==> src/rtl/vic_irq_cond_if.sv <==
// Request/config/status bundle between the interrupt conditioner and its neighbours.
// master drives raw requests, configuration and clear strobes; slave is the conditioner.
interface vic_irq_cond_if #(
    parameter int NUM_SRC = 32
);
    logic [NUM_SRC-1:0] irq_raw;
    logic [NUM_SRC-1:0] cfg_edge;
    logic [NUM_SRC-1:0] cfg_pol;
    logic [NUM_SRC-1:0] clr_pend;
    logic [NUM_SRC-1:0] vic_intr;
    logic [NUM_SRC-1:0] pend_status;
    logic [NUM_SRC-1:0] ovr_status;

    modport master (
        output irq_raw, cfg_edge, cfg_pol, clr_pend,
        input  vic_intr, pend_status, ovr_status
    );

    modport slave (
        input  irq_raw, cfg_edge, cfg_pol, clr_pend,
        output vic_intr, pend_status, ovr_status
    );
endinterface

==> src/rtl/vic_irq_cond.sv <==
// IRQ conditioner: 2-flop sync, polarity, edge/level select, pending+overrun; 2-cycle latency, no backpressure.
// `IRQ_DEBOUNCE_EN adds a per-source DB_LEN-cycle stability filter (and DB_LEN cycles of latency).
module vic_irq_cond #(
    parameter int NUM_SRC = 32,
    parameter int DB_LEN  = 4
) (
    input logic           clk,
    input logic           rst,
    vic_irq_cond_if.slave bus
);
    if (DB_LEN < 1 || DB_LEN > 15) begin : g_bad_db_len
        $error("DB_LEN must be in 1..15");
    end

    logic [NUM_SRC-1:0] sync1;
    logic [NUM_SRC-1:0] sync2;
    logic [NUM_SRC-1:0] norm;
    logic [NUM_SRC-1:0] q;
    logic [NUM_SRC-1:0] prev;
    logic [NUM_SRC-1:0] pend;
    logic [NUM_SRC-1:0] ovr;
    logic [NUM_SRC-1:0] vic_intr;
    logic [NUM_SRC-1:0] edge_evt;
    logic [NUM_SRC-1:0] pend_nxt;
    logic [NUM_SRC-1:0] ovr_nxt;
    logic [NUM_SRC-1:0] intr_nxt;

    always_ff @(posedge clk or negedge rst) begin
        if (!rst) begin
            sync1 <= '0;
            sync2 <= '0;
        end else begin
            sync1 <= bus.irq_raw;
            sync2 <= sync1;
        end
    end

    assign norm = sync2 ^ bus.cfg_pol;

`ifdef IRQ_DEBOUNCE_EN
    localparam logic [3:0] DB_LAST = 4'(DB_LEN - 1);

    logic [3:0]         db_cnt [NUM_SRC];
    logic [NUM_SRC-1:0] db_lvl;

    // A differing level must hold for DB_LEN consecutive cycles before it is taken.
    always_ff @(posedge clk or negedge rst) begin
        if (!rst) begin
            db_lvl <= '0;
            for (int i = 0; i < NUM_SRC; i++) begin
                db_cnt[i] <= '0;
            end
        end else begin
            for (int i = 0; i < NUM_SRC; i++) begin
                if (norm[i] == db_lvl[i]) begin
                    db_cnt[i] <= '0;
                end else if (db_cnt[i] == DB_LAST) begin
                    db_lvl[i] <= norm[i];
                    db_cnt[i] <= '0;
                end else begin
                    db_cnt[i] <= db_cnt[i] + 4'd1;
                end
            end
        end
    end

    assign q = db_lvl;
`else
    assign q = norm;
`endif

    // A new event wins over a same-cycle clear so it is never lost; the overrun it
    // would have caused is dropped because software has just acknowledged the old one.
    always_comb begin
        edge_evt = q & ~prev & bus.cfg_edge;
        pend_nxt = bus.cfg_edge & (edge_evt | (pend & ~bus.clr_pend));
        ovr_nxt  = bus.cfg_edge & ~bus.clr_pend & (ovr | (edge_evt & pend));
        intr_nxt = (bus.cfg_edge & pend_nxt) | (~bus.cfg_edge & q);
    end

    always_ff @(posedge clk or negedge rst) begin
        if (!rst) begin
            prev     <= '0;
            pend     <= '0;
            ovr      <= '0;
            vic_intr <= '0;
        end else begin
            prev     <= q;
            pend     <= pend_nxt;
            ovr      <= ovr_nxt;
            vic_intr <= intr_nxt;
        end
    end

    assign bus.vic_intr    = vic_intr;
    assign bus.pend_status = pend;
    assign bus.ovr_status  = ovr;
endmodule

==> src/flat_wrapper.sv <==
// flat-port wrapper written by rule: the top's interface ports become plain ports
module vic_irq_cond_flat 
#(
    parameter int NUM_SRC = 32,
    parameter int DB_LEN  = 4
)
  (clk, rst, bus_irq_raw, bus_cfg_edge, bus_cfg_pol, bus_clr_pend, bus_vic_intr, bus_pend_status, bus_ovr_status);
  vic_irq_cond_if #(.NUM_SRC(NUM_SRC)) bus_i ();
  input logic clk;
  input logic rst;
  input wire logic [$bits(bus_i.irq_raw)-1:0] bus_irq_raw;
  input wire logic [$bits(bus_i.cfg_edge)-1:0] bus_cfg_edge;
  input wire logic [$bits(bus_i.cfg_pol)-1:0] bus_cfg_pol;
  input wire logic [$bits(bus_i.clr_pend)-1:0] bus_clr_pend;
  output wire logic [$bits(bus_i.vic_intr)-1:0] bus_vic_intr;
  output wire logic [$bits(bus_i.pend_status)-1:0] bus_pend_status;
  output wire logic [$bits(bus_i.ovr_status)-1:0] bus_ovr_status;
  assign bus_i.irq_raw = bus_irq_raw;
  assign bus_i.cfg_edge = bus_cfg_edge;
  assign bus_i.cfg_pol = bus_cfg_pol;
  assign bus_i.clr_pend = bus_clr_pend;
  assign bus_vic_intr = bus_i.vic_intr;
  assign bus_pend_status = bus_i.pend_status;
  assign bus_ovr_status = bus_i.ovr_status;
  vic_irq_cond #(.NUM_SRC(NUM_SRC), .DB_LEN(DB_LEN)) u_core (.clk(clk), .rst(rst), .bus(bus_i));
endmodule
==> config.mk <==
export PLATFORM = sky130hd
export DESIGN_NAME = vic_irq_cond_flat
export DESIGN_NICKNAME = d
export VERILOG_FILES = /design/src/rtl/vic_irq_cond_if.sv /design/src/rtl/vic_irq_cond.sv /design/src/flat_wrapper.sv
export SDC_FILE = /design/constraint.sdc
export NUM_CORES = 1
export LEC_CHECK = 0
export ABC_AREA = 1
export CORE_MARGIN = 2
export CORE_UTILIZATION = 45
export DETAILED_ROUTE_END_ITERATION = 12
export HOLD_SLACK_MARGIN = 0.03
export PLACE_DENSITY = 0.78
export SLEW_MARGIN = 20
export SYNTH_ARGS = -nofsm -noshare
export SYNTH_HDL_FRONTEND = slang
export SYNTH_SLANG_ARGS = --single-unit
==> constraint.sdc <==
create_clock -name clk -period 1.5 [get_ports clk]
set_clock_uncertainty 0.1 [all_clocks]
set_input_delay 0.375 -clock clk [delete_from_list [all_inputs] [get_ports clk]]
set_output_delay 0.375 -clock clk [all_outputs]
set_load 0.05 [all_outputs]
==> flow_summary_export.csv <==
group,metric,value,unit
critical_path,worstPathRequired,1.02,ns
cells_and_area,antenna_cells,0,
power,p_leak,6.22,nW
timing,hold_viol,0,
grt,grt_pass1_wl,25400,um
power,clkPwrFrac,36.0,%
floorplanning,fp.coreArea,0.0157,mm2
synth,synthCells,736,
synth,synthesis.area,0.00717,mm2
synth,synth_top_cell_area_share,67.0,%
critical_path,worstRegToRegCells,5,
synth,ys.flop_type,"dfrtp_1",
grt,overflow,0,
grt,antenna_found_initial,0,
floorplanning,num_rows,46,
grt,grt_usage,19.5,%
power,p_sw,0.00325,W
drt,dr.pass1.iters,4,
placement,io_buffers,225,
critical_path,cpLargestDelayFamily,"flip-flops",
power,seqPwrFrac,45.8,%
timing,slew_viol_final,0,
synth,ys_ff_latch,192,
timing,finalSetupViolCount,0,
cts,cts_sinks,192,
floorplanning,initial_core_util,45.6,%
critical_path,cp_num_buf_inv,1,
power,power.density,1090,mW/mm2
drt,first_iter_violations,313,
cells_and_area,area_growth,59.9,%
cts,cts_buffers,17,
synth,synth_edf_count,0,
worst_hold_path,holdPathEnd,"u_core.sync2[23]",
drt,viasPerCell,4.57,
synth,synth_area_leaders,"dfrtp_1 (67%), nand2_1 (10%), nand3_1 (8.9%), inv_1 (8.4%), nand2_2 (2.8%)",
critical_path,r2r-end,"u_core.bus.ovr_status[2]",
critical_path,critPathSlowestCell,"dfrtp_1",
timing,fin_crit,1.50,ns
floorplanning,fp.dieArea,0.0170,mm2
synth,yosysTopAreaCell,"dfrtp_1",
synth,synth_seq_area_share,67.0,%
placement,gp_congestion,0.771,
critical_path,reg2reg_from,"u_core.bus.pend_status[2]",
worst_hold_path,worstHoldPathCells,0,
synth,async_flop_share,100,%
critical_path,critPathCaptureType,"primary output",
critical_path,worstSetupPathType,"flip-flop to primary output",
power,p_sw_share,26.1,%
placement,dp_hpwl,12200,um
worst_hold_path,min_from,"u_core.sync1[23]",
timing,rsz0062_at_grt,"yes",
synth,post_synth.cell_area_avg,9.74,um2
critical_path,worst_setup_path_start_kind,"flip-flop",
cts,clock_latency,0.42,ns
critical_path,critPathArrivalTime,1.02,ns
run,cap_violations,0,
power,comb_power_share,18.2,%
synth,ys_warn_count,0,
floorplanning,die_x,130,um
floorplanning,num_io_pins,226,
critical_path,cp_max_fo,2,
drt,wl_per_cell,13.1,um
timing,fin_setup_tns,0,ns
cts,cts.htree.levels,4,
power,p_int,0.00921,W
critical_path,path_cells,"buf_12",
drt,finalWirelength,16100,um
worst_hold_path,hold_path_class,"flip-flop to flip-flop",
timing,tightest_slew,0.284,ns
timing,max_freq,0.669,GHz
outcome,status,"completed",
timing,whs,0.243,ns
cells_and_area,layout.nets,1130,
timing,fin_crit_sh,99.7,%
power,max-vdd-ir-drop,741,uV
drt,drc,0,
synth,netlist_top_cells_count,"dfrtp_1 (192), nand2_1 (192), inv_1 (160)",
cts,cts_tree,"yes",
cells_and_area,drive_above_1_share,20.7,%
synth,synth_cell_types,6,
grt,grt_pass1_vias,5542,
critical_path,r2r_slack,0.43,ns
floorplanning,die_h,130,um
timing,slew_headroom,81.1,%
cts,clkTransAtPathRegs,0.07,ns
synth,synth_fp_nets,866,
drt,dr_total_vias,5620,
cts,clockBufferDepth,2,
critical_path,critPathMaxStageDelay,0.43,ns
grt,grt_max_degree,39,
cts,ctsResizeCount,0,
cts,cts_root_buf,"clkbuf_16",
drt,antenna_left,0,
## how the worst max path moves through the flow
stage / to / slack (ns) / cells after the start / from
after global placement: u_core.bus.vic_intr[21] / 0.11 / 6 / bus_cfg_pol[21]
after global routing: bus_ovr_status[7] / -0.03 / 1 / u_core.bus.ovr_status[7]
after detailed placement: u_core.bus.vic_intr[26] / 0.04 / 6 / bus_cfg_pol[26]
after CTS: bus_ovr_status[7] / -0.01 / 1 / u_core.bus.ovr_status[7]
after floorplan: u_core.bus.ovr_status[0] / 0.38 / 4 / u_core.bus.pend_status[0]
final: bus_ovr_status[7] / 0.004 / 1 / u_core.bus.ovr_status[7]
## flip-flops by register name, indices dropped and copies added, names as in the netlist
| name | count |
|---|---|
| u_core.bus.ovr_status | 32 |
| u_core.bus.pend_status | 32 |
| u_core.bus.vic_intr | 32 |
| u_core.prev | 32 |
| u_core.sync1 | 32 |
| u_core.sync2 | 32 |
## layout by cell type (no fill, tap or decap), types with 2 or more instances in the layout
cell type / Yosys / layout
buf_4: 0 / 15
clkinv_4: 0 / 3
clkbuf_16: 0 / 17
clkbuf_1: 0 / 2
buf_12: 0 / 100
clkinvlp_4: 0 / 2
nand2_2: 32 / 32
dfrtp_1: 192 / 192
nor2_2: 32 / 32
clkbuf_8: 0 / 8
nand2_1: 192 / 192
nand3_1: 128 / 128
inv_1: 160 / 160
clkdlybuf4s50_1: 0 / 128
## timing repair
item / in CTS / in global routing
endpoints found under the setup margin: 14 / 41
hold buffers: 1 / 0
hold endpoints to repair: 23 / 0
buffers inserted: 3 / 9
## power by group through the flow
stage / sequential [W] / clock [W] / combinational (W)
after floorplan: 0.00627 / 0 / 0.000398
after global routing: 0.00573 / 0.00481 / 0.00242
after global placement: 0.00579 / 0 / 0.00221
final: 0.00571 / 0.00448 / 0.00227
after CTS: 0.00571 / 0.00457 / 0.00228
after detailed placement: 0.00580 / 0 / 0.00226
## routing by layer
metal	wire [um]	GRT usage (%)
met5	0	0
met2	8370	32.9
met1	6340	23.5
met4	303	6.77
met3	1130	6.64
## logic make-up (layout without fill, tap and decap cells)
group | Yosys count | count (layout) | synth area share (%)
AND/OR/NAND/NOR | 384 | 384 | 24.6
flip-flops | 192 | 192 | 67.0
buffers and inverters | 160 | 437 | 8.38
## area by class of cell
cell class	count	area [um2]
clock inverters	6	71.3
clock buffers	26	529
flip-flops and latches	192	4800
inverters	160	601
fillers	1040	4260
well taps	216	270
multi-input cells	384	1760
repair buffers	245	3420
## through the flow
stage	power [W]	utilization, %	area, um2	worst slack (ns)	cells
after global routing	0.0130	72.9	11500	-0.0327	1229
after floorplan	0.00667	-	7170	0.381	736
after CTS	0.0126	72.5	11400	-0.0147	1220
after detailed placement	0.00806	68.5	10800	0.0393	1184
after global placement	0.00800	68.5	10800	0.110	1184
final	0.0125	72.9	11500	0.00414	1229
Power figures use the tool's default switching activity.
